[src/rtl/vid_copper_pkg.sv]
// Shared definitions for the copper display-list sequencer: opcodes,
// sequencer states and CSR bit layout.
package vid_copper_pkg;

  localparam logic [1:0] OP_WRITE = 2'b00;
  localparam logic [1:0] OP_WAIT  = 2'b01;
  localparam logic [1:0] OP_END   = 2'b10;

  typedef enum logic [2:0] {
    ST_IDLE,
    ST_FETCH0,
    ST_FETCH1,
    ST_DECODE,
    ST_WRITE,
    ST_WAIT,
    ST_END
  } state_t;

  localparam int CSR_ENABLE = 0;
  localparam int CSR_BUSY   = 1;
  localparam int CSR_PC_LSB = 16;

endpackage

[src/rtl/vid_copper_ram.sv]
// Command list storage: CPU-side write port, sequencer-side registered read.
module vid_copper_ram #(
  parameter int AW = 6
) (
  input  logic          clk,
  input  logic          we,
  input  logic [AW-1:0] waddr,
  input  logic [31:0]   wdata,
  input  logic [AW-1:0] raddr,
  output logic [31:0]   rdata
);

  logic [31:0] mem [2**AW];

  always_ff @(posedge clk) begin
    if (we) mem[waddr] <= wdata;
    rdata <= mem[raddr];
  end

endmodule

[src/rtl/vid_copper.sv]
// Per-frame display-list sequencer: walks the command list after each
// end-of-frame and issues timed register writes to the video block.
module vid_copper
  import vid_copper_pkg::*;
#(
  parameter int AW = 6
) (
  input  logic          clk,
  input  logic          rst,
  input  logic [AW:0]   cs_addr,
  input  logic [31:0]   cs_wdata,
  output logic [31:0]   cs_rdata,
  input  logic          cs_we,
  input  logic          cs_cyc,
  output logic          cs_ack,
  output logic [13:0]   m_addr,
  output logic [31:0]   m_wdata,
  output logic [3:0]    m_wmsk,
  output logic          m_we,
  output logic          m_cyc,
  input  logic          m_ack,
  input  logic [11:0]   tg_y,
  input  logic          tg_eof,
  output logic          busy
);

  localparam logic [AW:0] PC_STEP = {{(AW-1){1'b0}}, 2'b10};

  state_t        state;
  logic [AW-1:0] pc;
  logic          enable;
  logic          last;
  logic          restart_pend;
  logic          rd_pend;
  logic [1:0]    op_q;
  logic [11:0]   line_q;
  logic [13:0]   addr_q;
  logic [31:0]   ram_rdata;
  logic [AW-1:0] ram_raddr;
  logic [AW:0]   pc_sum;
  logic [31:0]   csr_val;
  logic          sl_start;
  logic          sl_wr;
  logic          csr_sel;
  logic          ram_we;
  logic          enable_nx;

  // A CPU write to the CSR in the same cycle as tg_eof must win, so the
  // sequencer always looks at the next enable value rather than the register.
  assign sl_start  = cs_cyc & ~cs_ack & ~rd_pend;
  assign sl_wr     = sl_start & cs_we;
  assign csr_sel   = cs_addr[AW];
  assign ram_we    = sl_wr & ~csr_sel;
  assign enable_nx = (sl_wr & csr_sel) ? cs_wdata[CSR_ENABLE] : enable;

  assign busy      = (state != ST_IDLE);
  assign m_we      = m_cyc;
  assign m_wmsk    = 4'b0000;
  assign ram_raddr = (state == ST_FETCH1) ? {pc[AW-1:1], 1'b1} : pc;
  assign pc_sum    = {1'b0, pc} + PC_STEP;

  vid_copper_ram #(.AW(AW)) u_ram (
    .clk   (clk),
    .we    (ram_we),
    .waddr (cs_addr[AW-1:0]),
    .wdata (cs_wdata),
    .raddr (ram_raddr),
    .rdata (ram_rdata)
  );

  always_comb begin
    csr_val                     = '0;
    csr_val[CSR_ENABLE]         = enable;
    csr_val[CSR_BUSY]           = busy;
    csr_val[CSR_PC_LSB +: AW]   = pc;
  end

  // The list RAM has no CPU read path; reads of it return zero.
  always_ff @(posedge clk or posedge rst) begin
    if (rst) begin
      enable   <= 1'b0;
      cs_ack   <= 1'b0;
      rd_pend  <= 1'b0;
      cs_rdata <= '0;
    end else begin
      enable   <= enable_nx;
      cs_ack   <= 1'b0;
      cs_rdata <= '0;
      if (rd_pend) begin
        rd_pend  <= 1'b0;
        cs_ack   <= 1'b1;
        cs_rdata <= csr_sel ? csr_val : '0;
      end else if (sl_start) begin
        if (cs_we) cs_ack <= 1'b1;
        else       rd_pend <= 1'b1;
      end
    end
  end

  always_ff @(posedge clk or posedge rst) begin
    if (rst) begin
      state        <= ST_IDLE;
      pc           <= '0;
      last         <= 1'b0;
      restart_pend <= 1'b0;
      op_q         <= OP_WRITE;
      line_q       <= '0;
      addr_q       <= '0;
      m_cyc        <= 1'b0;
      m_addr       <= '0;
      m_wdata      <= '0;
    end else begin
      case (state)
        ST_IDLE, ST_END: begin
          restart_pend <= 1'b0;
          if (tg_eof && enable_nx) begin
            state <= ST_FETCH0;
            pc    <= '0;
            last  <= 1'b0;
          end else begin
            state <= ST_IDLE;
          end
        end
        ST_FETCH0, ST_FETCH1, ST_DECODE, ST_WAIT: begin
          if (!enable_nx) begin
            state <= ST_IDLE;
          end else if (tg_eof) begin
            state <= ST_FETCH0;
            pc    <= '0;
            last  <= 1'b0;
          end else begin
            case (state)
              ST_FETCH0: state <= ST_FETCH1;
              ST_FETCH1: begin
                op_q   <= ram_rdata[31:30];
                line_q <= ram_rdata[27:16];
                addr_q <= ram_rdata[13:0];
                state  <= ST_DECODE;
              end
              // A carry out of pc means the list has been fully walked.
              ST_DECODE: begin
                pc   <= pc_sum[AW-1:0];
                last <= pc_sum[AW];
                case (op_q)
                  OP_WRITE: begin
                    state   <= ST_WRITE;
                    m_cyc   <= 1'b1;
                    m_addr  <= addr_q;
                    m_wdata <= ram_rdata;
                  end
                  OP_WAIT: state <= ST_WAIT;
                  default: state <= ST_END;
                endcase
              end
              default: begin
                if (tg_y >= line_q) state <= last ? ST_END : ST_FETCH0;
              end
            endcase
          end
        end
        // A bus cycle is never abandoned; frame restarts wait for the ack.
        ST_WRITE: begin
          if (tg_eof) restart_pend <= 1'b1;
          if (m_ack) begin
            m_cyc        <= 1'b0;
            restart_pend <= 1'b0;
            if (!enable_nx) begin
              state <= ST_IDLE;
            end else if (tg_eof || restart_pend) begin
              state <= ST_FETCH0;
              pc    <= '0;
              last  <= 1'b0;
            end else begin
              state <= last ? ST_END : ST_FETCH0;
            end
          end
        end
        default: state <= ST_IDLE;
      endcase
    end
  end

endmodule

[config.mk]
export PLATFORM = sky130hd
export DESIGN_NAME = vid_copper
export DESIGN_NICKNAME = d
export VERILOG_FILES = /design/src/rtl/vid_copper_pkg.sv /design/src/rtl/vid_copper_ram.sv /design/src/rtl/vid_copper.sv
export SDC_FILE = /design/constraint.sdc
export NUM_CORES = 2
export LEC_CHECK = 0
export BUFFER_PORTS_ARGS = -buffer_cell sky130_fd_sc_hd__clkbuf_2
export CAP_MARGIN = 20
export CORE_ASPECT_RATIO = 1.4
export CORE_UTILIZATION = 33
export CTS_BUF_LIST = sky130_fd_sc_hd__clkbuf_8
export DETAILED_ROUTE_END_ITERATION = 8
export PLACE_DENSITY = 0.53
export SYNTH_ARGS = -nofsm -noshare
export SYNTH_HDL_FRONTEND = slang
export SYNTH_HIERARCHICAL = 1
export SYNTH_SLANG_ARGS = --single-unit
[constraint.sdc]
create_clock -name clk -period 4.73 [get_ports clk]
set_clock_uncertainty 0.1 [all_clocks]
set_input_delay 0.7095 -clock clk [delete_from_list [all_inputs] [get_ports clk]]
set_output_delay 0.7095 -clock clk [all_outputs]
set_load 0.02 [all_outputs]
==> results.py <==
metrics = {
    "die": {
        "die-area_mm2": 0.255,
        "start_util": 0.332,
        "coreArea_mm2": 0.252,
        "fp.dieW_um": 427,
        "die_height_um": 597,
        "rows": 218,
        "io_pins": 143,
    },
    "clocking": {
        "clock_sinks": 2176,
        "cts_buffer_depth": 4,
        "cts_resized": 0,
        "insertion_delay_ns": 0.95,
        "cts-htree-levels": 5,
        "clk_pin_slew_ns": 0.07,
        "cts_tree": "yes",
        "cts_made_buffers": 317,
        "root_buffer": "clkbuf_8",
    },
    "synth": {
        "ys_seq_area_frac": 0.773,
        "yosys.area_share.simple": 0.0175,
        "synth-xor-area-share": 0,
        "synth_common_cells": "edfxtp_1 (2048), mux4_2 (446), mux2i_1 (189)",
        "syn-instance-count": 3857,
        "synth_compound_area_frac": 0.0341,
        "synth_top_family_by_area": "multiplexers",
        "yosys.area.top_type_share": 0.737,
        "yosysMostFrequentCell": "edfxtp_1",
        "synthMuxAreaShare": 0.153,
        "ys_top_cells_by_area": "edfxtp_1 (74%), mux4_2 (12%), dfrtp_1 (2.9%)",
        "synthFlopType": "edfxtp_1",
        "synth_edf_count": 2048,
        "synthArstFlopShare": 0.0441,
        "synth-adder-area-share": 0.00195,
        "synthDistinctLibCells": 68,
        "synth_warnings": 6,
        "synth.ff_latch_count": 2176,
        "post-synth-top-area-cell": "edfxtp_1",
        "syn-cell-area_mm2": 0.0835,
        "synth.avg_cell_area_um2": 21.6,
    },
    "setup_path": {
        "crit_path_start_kind": "flop",
        "crit_buf_inv": 2,
        "crit_slowest_cell": "a2111oi_0",
        "endpoint_kind": "flop",
        "path_cells": "nand2b_1 -> nor2_4 -> buf_12 -> buf_12 -> mux4_2 -> nor2b_1 -> a2111oi_0 -> a21oi_1 -> and4_1",
        "arrival_ns": 4.68,
        "cp_common_cell": "buf_12",
        "crit_path_max_incr_delay_ns": 0.61,
        "critPathKind": "reg2reg",
        "cp_data_required_time_ns": 5.43,
        "crit_fanout": 40,
        "path_delay_family": "simple AND/OR/NAND/NOR gates",
    },
    "global_routing": {
        "grt_pass1_vias": 42464,
        "use_met3": 0.0242,
        "grtUsageTotal": 0.169,
        "grt_util_met2": 0.302,
        "use_met1": 0.213,
        "busiest_layer": "met2",
        "grt_pass1_wl_um": 310000,
        "antenna_found_initial": 14,
        "overflow": 0,
        "grt_max_degree": 99,
    },
    "route": {
        "ant_nets": 0,
        "wl_per_cell_um": 27.7,
        "viasPerCell": 5.18,
        "drc": 8,
        "drt_wl_total_um": 217000,
        "drtPass1Iterations": 7,
        "drt_iter0_markers": 3695,
        "vias": 40571,
    },
    "final_layout": {
        "drive_gt1_frac": 0.282,
        "nets": 4351,
        "nFillCells": 22807,
        "seqCellArea_mm2": 0.0646,
        "syn2layout_area_growth_pct": 14.0,
        "fin_area_mm2": 0.0952,
        "multi_input_area_mm2": 0.0179,
    },
    "power_and_ir_drop": {
        "p_leak_nw": 29.7,
        "peakVddDrop_mv": 0.191,
        "powerDensity_mw_per_mm2": 401,
        "finalPower_w": 0.0381,
    },
    "status": {
        "status": "finished with violations",
        "violations": "design-rule violations",
    },
    "timing": {
        "max_freq_ghz": 0.251,
        "finalCriticalPeriod_ns": 3.99,
        "post-route-period-util": 0.843,
        "finalSetupTns_ns": 0,
        "rsz0062_at_grt": "no",
        "slew_headroom": 0.252,
        "setup_slack_ns": 0.742,
        "worst_pin_slew_ns": 1.12,
        "hold_viol_final": 0,
        "setup_violations": 0,
        "hold_ws_ns": 0.0568,
        "report.final.slew_viol_count": 0,
    },
    "place": {
        "dpl.hpwl_um": 127000,
        "port_buffers": 114,
        "place_congestion": 0.774,
        "placed_area_mm2": 0.0893,
        "dp_slack_ns": 0.859,
    },
    "hold_path": {
        "hp-class": "in2reg",
    },
    "job": {
        "cap_viol_max_count": 0,
    },
}
==> cells in the final DEF (no fill, tap or decap), drive strengths merged, types with 20 or more instances in the layout <==
cell type and count:
a31oi 20, mux2 74, a21oi 37, o22ai 43, inv 162, buf 200
mux2i 189, a211oi 24, nand3 50, dfrtp 96, mux4 446, o21ai 45
dfxtp 32, nor2b 21, conb 29, edfxtp 2048, clkinv 89, nand2 44
a22oi 127, clkbuf 445, nor2 97
==> repair_timing <==
item / 4_1_cts / 5_1_grt
buffers inserted: 0 / 0
endpoints found under the hold margin: 73 / 0
hold buffers: 6 / 0
==> report_power, final <==
group          switching, W  internal (W)
logic               0.00167       0.00120
clock network       0.00708       0.00672
registers          0.000226        0.0212
==> cell type report <==
type                            count  share of cell area
Antenna cell                        6            0.000158
Clock buffer                      331              0.0479
Clock inverter                    234              0.0116
Inverter                           27             0.00109
Multi-Input combinational cell   1439               0.188
Sequential cell                  2176               0.678
Tap cell                         3300              0.0434
Timing Repair Buffer              320              0.0298
==> sequential cells by signal (all words and copies together), names as in the netlist <==
| signal | count |
|---|---|
| rd_pend | 1 |
| enable | 1 |
| state | 3 |
| cs_rdata | 8 |
| u_ram/mem | 2048 |
| addr_q | 14 |
| restart_pend | 1 |
| pc | 5 |
| m_wdata | 32 |
| u_ram/rdata | 32 |
| m_addr | 14 |
| op_q | 2 |
| last | 1 |
| m_cyc | 1 |
| cs_ack | 1 |
| line_q | 12 |
==> layer usage <==
metal / vias up / routed length, um
li1: 17015 / -
met1: 21895 / 87400
met2: 1340 / 114000
met3: 307 / 11000
met4: 14 / 4380
met5: - / 75
==> worst reg2reg max path, delay by kind of cell (launching register included) <==
| family | cells | cell delay [ns] |
|---|---|---|
| muxes | 1 | 0.57 |
| and+or+nand+nor | 4 | 1.23 |
| buffers and inverters | 2 | 0.74 |
| AOI/OAI and AO/OA | 2 | 0.71 |
| DFF | 1 | 0.51 |
==> final timing paths <==
path                       slack [ns]                          end                    from  depth (start not counted)
hold / removal                   0.06  u_ram/mem[23][28]$_DFFE_PP_            cs_wdata[28]                          1
max in group asynchronous        3.19       m_wdata[4]$_DFFE_PP0P_                     rst                          4
hold reg to reg                  0.38       m_wdata[0]$_DFFE_PP0P_  m_wdata[0]$_DFFE_PP0P_                          1
min in group asynchronous        0.37      m_wdata[25]$_DFFE_PP0P_                     rst                          3
setup reg to reg                 0.74      u_ram/rdata[11]$_DFF_P_    state[2]$_DFFE_PP0P_                          9
setup / recovery                 0.74      u_ram/rdata[11]$_DFF_P_    state[2]$_DFFE_PP0P_                          9
==> stage by stage <==
step	instances	utilization
after floorplan	3885	-
after global routing	7828	0.378
after detailed placement	7251	0.355
final	7833	0.378
after global placement	7248	0.355
after CTS	7822	0.378
==> logic make-up (layout without fill, tap and decap cells) <==
logic type	after synthesis	in the layout
AO/OA/AOI/OAI	399	399
adder cells (fa/ha/maj)	13	13
buffers and inverters	270	912
flip-flops	2176	2176
multiplexers	709	709
other	1	35
AND/OR/NAND/NOR	289	289
Note: power is estimated with default switching activity, not from simulation.
